## config.mk

```make
export PLATFORM = sky130hd
export DESIGN_NAME = ref_force_wb_arbiter
export DESIGN_NICKNAME = d
export VERILOG_FILES = /design/src/rtl/ref_force_wb_arbiter.sv
export SDC_FILE = /design/constraint.sdc
export NUM_CORES = 2
export LEC_CHECK = 0
export ABC_CLOCK_PERIOD_IN_PS = 21300
export BUFFER_PORTS_ARGS = -buffer_cell sky130_fd_sc_hd__buf_4
export CORE_UTILIZATION = 48
export CTS_BUF_LIST = sky130_fd_sc_hd__clkbuf_8
export DETAILED_ROUTE_END_ITERATION = 7
export PLACE_DENSITY = 0.66
export RECOVER_POWER = 50
export SLEW_MARGIN = 10
export SYNTH_ARGS = -nofsm -noshare
export SYNTH_HDL_FRONTEND = slang
export SYNTH_SLANG_ARGS = --single-unit
```

## constraint.sdc

```tcl
create_clock -name clk -period 21.3 [get_ports clk]
set_clock_uncertainty 0.1 [all_clocks]
set_input_delay 1.065 -clock clk [delete_from_list [all_inputs] [get_ports clk]]
set_output_delay 1.065 -clock clk [all_outputs]
set_load 0.02 [all_outputs]
```

## src/rtl/ref_force_wb_arbiter.sv

```systemverilog
// Reference-force writeback arbiter.
// Collects accumulated reference-particle forces from NUM_ACC accumulator lanes, buffers
// them in per-lane FIFOs and serialises them round-robin onto one valid/ready port.
// Each writeback round (start_wb pulse until all lanes drained) is framed by a small FSM
// that counts accepted beats and pulses round_done when the round completes.
// Ports:
//   clk, rst                         clock, synchronous active-high reset
//   in_valid, in_start_wb            per-lane push strobe / start-of-round strobe
//   in_id, in_force_x/y/z            per-lane packed entry payload
//   out_valid, out_ready             writeback handshake
//   out_id, out_force_x/y/z, out_src presented entry and the lane it came from
//   round_done, round_count          end-of-round pulse, beats accepted this/last round
//   overflow_err                     sticky per-lane FIFO overflow flags
module ref_force_wb_arbiter #(
  parameter int unsigned NUM_ACC    = 7,
  parameter int unsigned DATA_WIDTH = 32,
  parameter int unsigned ID_WIDTH   = 29,
  parameter int unsigned FIFO_DEPTH = 4,
  parameter int unsigned CNT_WIDTH  = 16,
  localparam int unsigned SRC_WIDTH = (NUM_ACC > 1) ? $clog2(NUM_ACC) : 1
) (
  input  logic                           clk,
  input  logic                           rst,
  input  logic [NUM_ACC-1:0]             in_valid,
  input  logic [NUM_ACC-1:0]             in_start_wb,
  input  logic [NUM_ACC*ID_WIDTH-1:0]    in_id,
  input  logic [NUM_ACC*DATA_WIDTH-1:0]  in_force_x,
  input  logic [NUM_ACC*DATA_WIDTH-1:0]  in_force_y,
  input  logic [NUM_ACC*DATA_WIDTH-1:0]  in_force_z,
  output logic                           out_valid,
  input  logic                           out_ready,
  output logic [ID_WIDTH-1:0]            out_id,
  output logic [DATA_WIDTH-1:0]          out_force_x,
  output logic [DATA_WIDTH-1:0]          out_force_y,
  output logic [DATA_WIDTH-1:0]          out_force_z,
  output logic [SRC_WIDTH-1:0]           out_src,
  output logic                           round_done,
  output logic [CNT_WIDTH-1:0]           round_count,
  output logic [NUM_ACC-1:0]             overflow_err
);

  localparam int unsigned ENTRY_WIDTH = ID_WIDTH + 3 * DATA_WIDTH;
  localparam int unsigned AW          = $clog2(FIFO_DEPTH);
  localparam int unsigned CW          = SRC_WIDTH + 1;

  typedef enum logic [1:0] {StIdle, StActive, StDone} state_e;

  logic [NUM_ACC-1:0]     empty, full, push_req, push, pop, ovf_set;
  logic [ENTRY_WIDTH-1:0] head [NUM_ACC];

  logic                   grant_valid, load, accept;
  logic [SRC_WIDTH-1:0]   grant_idx;

  logic                   out_valid_q;
  logic [ENTRY_WIDTH-1:0] out_entry_q;
  logic [SRC_WIDTH-1:0]   out_src_q, rr_q;
  logic [NUM_ACC-1:0]     ovf_q;
  state_e                 state_q, state_d;
  logic [CNT_WIDTH-1:0]   cnt_q, cnt_d;

  // Per-lane FIFOs; pointers carry one extra wrap bit to tell full from empty.
  for (genvar i = 0; i < NUM_ACC; i++) begin : g_lane
    logic [AW:0]            wr_q, rd_q;
    logic [ENTRY_WIDTH-1:0] mem_q [FIFO_DEPTH];
    logic                   nonzero;

    assign nonzero = |{in_force_x[i*DATA_WIDTH +: DATA_WIDTH],
                       in_force_y[i*DATA_WIDTH +: DATA_WIDTH],
                       in_force_z[i*DATA_WIDTH +: DATA_WIDTH]};

    assign empty[i]    = (wr_q == rd_q);
    assign full[i]     = (wr_q == {~rd_q[AW], rd_q[AW-1:0]});
    assign push_req[i] = in_valid[i] & nonzero;
    // A same-cycle pop frees the slot, so a full lane still accepts the push.
    assign push[i]     = push_req[i] & (~full[i] | pop[i]);
    assign ovf_set[i]  = push_req[i] & full[i] & ~pop[i];
    assign head[i]     = mem_q[rd_q[AW-1:0]];

    always_ff @(posedge clk) begin
      if (rst) begin
        wr_q <= '0;
        rd_q <= '0;
      end else begin
        if (push[i]) wr_q <= wr_q + {{AW{1'b0}}, 1'b1};
        if (pop[i])  rd_q <= rd_q + {{AW{1'b0}}, 1'b1};
      end
    end

    always_ff @(posedge clk) begin
      if (push[i]) begin
        mem_q[wr_q[AW-1:0]] <= {in_id[i*ID_WIDTH +: ID_WIDTH],
                                in_force_x[i*DATA_WIDTH +: DATA_WIDTH],
                                in_force_y[i*DATA_WIDTH +: DATA_WIDTH],
                                in_force_z[i*DATA_WIDTH +: DATA_WIDTH]};
      end
    end
  end

  // Round-robin search over non-empty lanes, starting at rr_q.
  always_comb begin
    logic [CW-1:0] cand;
    grant_valid = 1'b0;
    grant_idx   = '0;
    cand        = '0;
    for (int unsigned k = 0; k < NUM_ACC; k++) begin
      cand = {1'b0, rr_q} + CW'(k);
      if (cand >= CW'(NUM_ACC)) cand = cand - CW'(NUM_ACC);
      if (!grant_valid && !empty[cand[SRC_WIDTH-1:0]]) begin
        grant_valid = 1'b1;
        grant_idx   = cand[SRC_WIDTH-1:0];
      end
    end
  end

  assign accept = out_valid_q & out_ready;
  assign load   = grant_valid & (~out_valid_q | out_ready);

  always_comb begin
    pop = '0;
    if (load) pop[grant_idx] = 1'b1;
  end

  always_ff @(posedge clk) begin
    if (rst) begin
      out_valid_q <= 1'b0;
      out_entry_q <= '0;
      out_src_q   <= '0;
      rr_q        <= '0;
      ovf_q       <= '0;
    end else begin
      ovf_q <= ovf_q | ovf_set;
      if (load) begin
        out_valid_q <= 1'b1;
        out_entry_q <= head[grant_idx];
        out_src_q   <= grant_idx;
        rr_q        <= (grant_idx == SRC_WIDTH'(NUM_ACC - 1)) ? '0
                                                              : grant_idx + SRC_WIDTH'(1);
      end else if (out_ready) begin
        out_valid_q <= 1'b0;
      end
    end
  end

  always_ff @(posedge clk) begin
    if (rst) begin
      state_q <= StIdle;
      cnt_q   <= '0;
    end else begin
      state_q <= state_d;
      cnt_q   <= cnt_d;
    end
  end

  always_comb begin
    state_d = state_q;
    cnt_d   = cnt_q;
    case (state_q)
      StIdle: begin
        if (|in_start_wb) begin
          state_d = StActive;
          cnt_d   = '0;
        end
      end
      StActive: begin
        if (accept && (cnt_q != {CNT_WIDTH{1'b1}})) cnt_d = cnt_q + CNT_WIDTH'(1);
        // Drained: nothing buffered, nothing presented, nothing arriving.
        if ((&empty) && !out_valid_q && (in_valid == '0)) state_d = StDone;
      end
      StDone: begin
        if (|in_start_wb) begin
          state_d = StActive;
          cnt_d   = '0;
        end else begin
          state_d = StIdle;
        end
      end
      default: state_d = StIdle;
    endcase
  end

  assign out_valid    = out_valid_q;
  assign out_id       = out_entry_q[ENTRY_WIDTH-1 -: ID_WIDTH];
  assign out_force_x  = out_entry_q[3*DATA_WIDTH-1 -: DATA_WIDTH];
  assign out_force_y  = out_entry_q[2*DATA_WIDTH-1 -: DATA_WIDTH];
  assign out_force_z  = out_entry_q[DATA_WIDTH-1:0];
  assign out_src      = out_src_q;
  assign round_done   = (state_q == StDone);
  assign round_count  = cnt_q;
  assign overflow_err = ovf_q;

endmodule
```

==> flow_metrics.env <==
export IMPL_status="finished, violations left"
export IMPL_violations="max-capacitance violations, max-slew violations"
export IMPL_yosys_warnings=0
export IMPL_cp_end_kind="register"
export IMPL_swShare_pct=45.3
export IMPL_drc=0
export IMPL_rrSetupSlack_ns=10.52
export IMPL_max_freq_mhz=92.8
export IMPL_r2r_start="rr_q[1]"
export IMPL_critPathKind="reg2reg"
export IMPL_worst_pin_slew_ns=4.31
export IMPL_slowest_stage="clkbuf_1"
export IMPL_endpoint="g_lane[2].mem_q[2][103]"
export IMPL_die_area_sq_um=302000
export IMPL_setup_violations=0
export IMPL_rsz0062_at_grt="false"
export IMPL_critPathMaxFanout=59
export IMPL_power_frac_seq_pct=33.6
export IMPL_grt_usage_pct=32.8
export IMPL_cts_repair_resized=0
export IMPL_stdcell_count=13900
export IMPL_num_rows=200
export IMPL_ctsHoldBuffers=852
export IMPL_ys_flop_type="edfxtp_1"
export IMPL_final_common_cell="edfxtp_1"
export IMPL_slew_headroom_pct=-188
export IMPL_grt_pass1_wl_um=674000
export IMPL_ys_ff_latch=3713
export IMPL_ios=1045
export IMPL_wirelength_um=501000
export IMPL_yosys_cell_types_count=78
export IMPL_finalCriticalPeriod_ns=10.78
export IMPL_netlist_area_sq_um=144000
export IMPL_mostFrequentLayoutCells="edfxtp_1 (3500), clkbuf_1 (1029), mux4_2 (876)"
export IMPL_met3_wirelength_um=60900
export IMPL_wl_met2_um=223000
export IMPL_fillers=22800
export IMPL_clkPwrFrac_pct=21.7
export IMPL_crit_cells=14
export IMPL_syn2layout_area_growth_pct=19.9
export IMPL_synthArstFlopShare_pct=0
export IMPL_tritoncts="done"
export IMPL_top_layer_used="met5"
export IMPL_power_density_nw_per_um2=154
export IMPL_p_int_mw=14.5
export IMPL_clkSinkCount=3713
export IMPL_worstSkewPairLatency_ns=1.24
export IMPL_power_total_mw=26.5
export IMPL_placed_cells=11900
export IMPL_syn_num_nets=8129
export IMPL_arrival_ns=11.51
export IMPL_reg2regPathDepth=14
export IMPL_viasPerCell=6.15
export IMPL_drt_iter0_markers=12200
export IMPL_coreArea_sq_um=298000
export IMPL_p_switching_mw=12.0
export IMPL_crit_required_ns=22.04
export IMPL_cpLargestDelayFamily="buffers and inverters"
export IMPL_setup_worst_path_start="rr_q[1]"
export IMPL_power_frac_comb_pct=44.7
export IMPL_vdd_drop_max_mv=0.411
export IMPL_clk_pin_slew_ns=0.06
export IMPL_port_buffer_count=1044
export IMPL_slew_viol_final=61
export IMPL_r2r_end="g_lane[2].mem_q[2][103]"
export IMPL_antenna_found_initial=229
export IMPL_cts_setup_buffers=0
export IMPL_grt_overflow=0
export IMPL_met1_length_um=185000
export IMPL_netlist_instances=7187
export IMPL_die_h_um=550
export IMPL_drtAntennaViolNets=0
export IMPL_firstDrtPassIters=6
export IMPL_synth_seq_area_share_pct=76.0
export IMPL_cp_buffers_inverters=5
export IMPL_timing_hold_violations_final=0
export IMPL_wl_per_cell_um=35.9
export IMPL_leakage_nw=55.4
export IMPL_finalCritPeriodShare_pct=50.6
export IMPL_cpPeakStageDelay_ns=3.05
export IMPL_initial_utilization_pct=48.4
export IMPL_crit_chain="inv_1 -> ha_1 -> inv_1 -> o21ai_0 -> mux4_2 -> nand3b_1 -> nor4b_1 -> or2_0 -> clkbuf_1 -> a21oi_2 -> a21o_1 -> and3_4 -> buf_4 -> buf_4"
export IMPL_clk_path_buf_depth=4
export IMPL_cts_root_buf="clkbuf_8"
export IMPL_cts_htree_levels=6
export IMPL_hpwl_um=350000
export IMPL_synth_edf_count=3500
export IMPL_drive_above_1_share_pct=19.3
export IMPL_avgSynthCellArea_sq_um=20.0
export IMPL_max_cap_viol_count=1
export IMPL_fin_nets=10400
export IMPL_grt_max_degree=133
export IMPL_place_congestion=0.923
export IMPL_cts_buffers=600
export IMPL_first_global_vias=84600
export IMPL_dr_total_vias=85700
export IMPL_die_width_um=550
export IMPL_hold_class="in2reg"
export IMPL_cp_start_kind="register"
export IMPL_setup_tns_ns=0
## power by group through the flow
stage	sequential (mW)	combinational, mW	clock [mW]
2_1_floorplan	9.05	5.31	0
3_3_place_gp	9.02	11.4	0
3_5_place_dp	9.06	11.5	0
4_1_cts	8.91	11.7	5.78
5_1_grt	8.95	11.9	6.09
6_report	8.91	11.8	5.74
## kinds of logic (layout without fill, tap and decap cells)
kind of cell	Yosys count	after routing	synth area share, %
flops	3713	3713	76.0
simple gates	1337	1337	4.17
mux	1054	1054	15.0
compound gates	568	568	2.91
buf+inv	411	3107	1.16
xor+xnor	54	54	0.329
fa+ha+maj	50	50	0.440
other cells	0	121	0
## stage by stage
| stage | utilization [%] | setup slack [ns] | area (sq um) | hold slack [ns] |
|---|---|---|---|---|
| 4_1_cts | 59.2 | 12.57 | 176000 | 0.000415 |
| 3_3_place_gp | 52.6 | 12.63 | 157000 | 0.361 |
| 6_report | 58.0 | 10.52 | 173000 | 0.229 |
| 5_1_grt | 58.0 | 10.52 | 172000 | 0.162 |
| 3_5_place_dp | 52.6 | 12.64 | 157000 | 0.366 |
| 2_1_floorplan | - | 8.56 | 144000 | 0.363 |
## cells in the mapped netlist, drive strengths merged (3+ instances only)
| cell type | instances | area (sq um) |
|---|---|---|
| nor3b | 3 | 22.5 |
| a2111oi | 9 | 98.8 |
| and2 | 19 | 121 |
| xor2 | 27 | 236 |
| xnor2 | 27 | 236 |
| mux4 | 876 | 19700 |
| dfxtp | 213 | 4260 |
| clkbuf | 300 | 1130 |
| nand4 | 47 | 294 |
| o211ai | 5 | 37.5 |
| a21oi | 112 | 564 |
| a22o | 16 | 140 |
| nand2b | 16 | 100 |
| or4 | 11 | 86.3 |
| edfxtp | 3500 | 105000 |
| a211oi | 16 | 120 |
| a31o | 3 | 26.3 |
| a21o | 5 | 37.5 |
| nor2 | 276 | 1040 |
| nor2b | 14 | 92.6 |
| buf | 82 | 433 |
| a311oi | 6 | 52.6 |
| and3 | 20 | 125 |
| nand3b | 3 | 22.5 |
| mux2i | 115 | 1150 |
| inv | 29 | 109 |
| or3 | 13 | 81.3 |
| a2bb2oi | 57 | 624 |
| a21boi | 3 | 22.5 |
| a22oi | 107 | 803 |
| o21a | 4 | 30.0 |
| o31ai | 4 | 30.0 |
| mux2 | 63 | 709 |
| nor3 | 11 | 60.1 |
| nand3 | 28 | 140 |
| or2 | 6 | 37.5 |
| a31oi | 117 | 738 |
| o31a | 65 | 569 |
| ha | 49 | 613 |
| o21ai | 23 | 115 |
| nor4 | 191 | 1190 |
| o221ai | 3 | 26.3 |
| nand2 | 673 | 2530 |
## layout make-up
class / instances / area [sq um] / share of cell area [%]
Clock buffer: 616 / 8480 / 4.91
Timing Repair Buffer: 2028 / 13700 / 7.93
Sequential cell: 3713 / 109000 / 63.4
Multi-Input combinational cell: 3063 / 33200 / 19.2
Tap cell: 3939 / 4930 / 2.86
Antenna cell: 121 / 303 / 0.176
Inverter: 29 / 109 / 0.0631
Clock inverter: 434 / 2450 / 1.42
## per-layer routing
| layer | vias to the layer above | track usage, % |
|---|---|---|
| li1 | 34400 | - |
| met1 | 44500 | 43.8 |
| met2 | 5682 | 48.8 |
| met3 | 1074 | 9.84 |
| met4 | 116 | 17.3 |
| met5 | - | 0 |
## how the worst min path moves through the flow
stage / slack, ns / endpoint / from / cells after the start
5_1_grt: 0.16 / out_valid / out_ready / 3
3_3_place_gp: 0.36 / overflow_err[1] / overflow_err[1] / 2
3_5_place_dp: 0.37 / out_src[0] / out_src[0] / 2
2_1_floorplan: 0.36 / g_lane[2].wr_q[2] / g_lane[2].wr_q[2] / 2
4_1_cts: 0.0004 / g_lane[0].mem_q[0][58] / in_force_y[26] / 1
6_report: 0.23 / state_q[0] / in_start_wb[6] / 4
## registers in the layout (all words and copies together), names as in the netlist, 3 cells and up, named ones only
| signal | count |
|---|---|
| rr_q | 3 |
| g_lane.rd_q | 21 |
| out_entry_q | 125 |
| out_src | 3 |
| g_lane.wr_q | 21 |
| g_lane.mem_q | 3500 |
| overflow_err | 7 |
| round_count | 16 |
## worst register-to-register path: cells and delay by family, from the launching register on
kind	cells	cell delay (ns)
AO/OA/AOI/OAI	3	1.66
adder cells (fa/ha/maj)	1	0.78
buffers and inverters	5	4.77
flip-flops	1	0.64
multiplexers	1	0.66
AND/OR/NAND/NOR	4	1.76
Note: power is estimated with default switching activity, not from simulation.
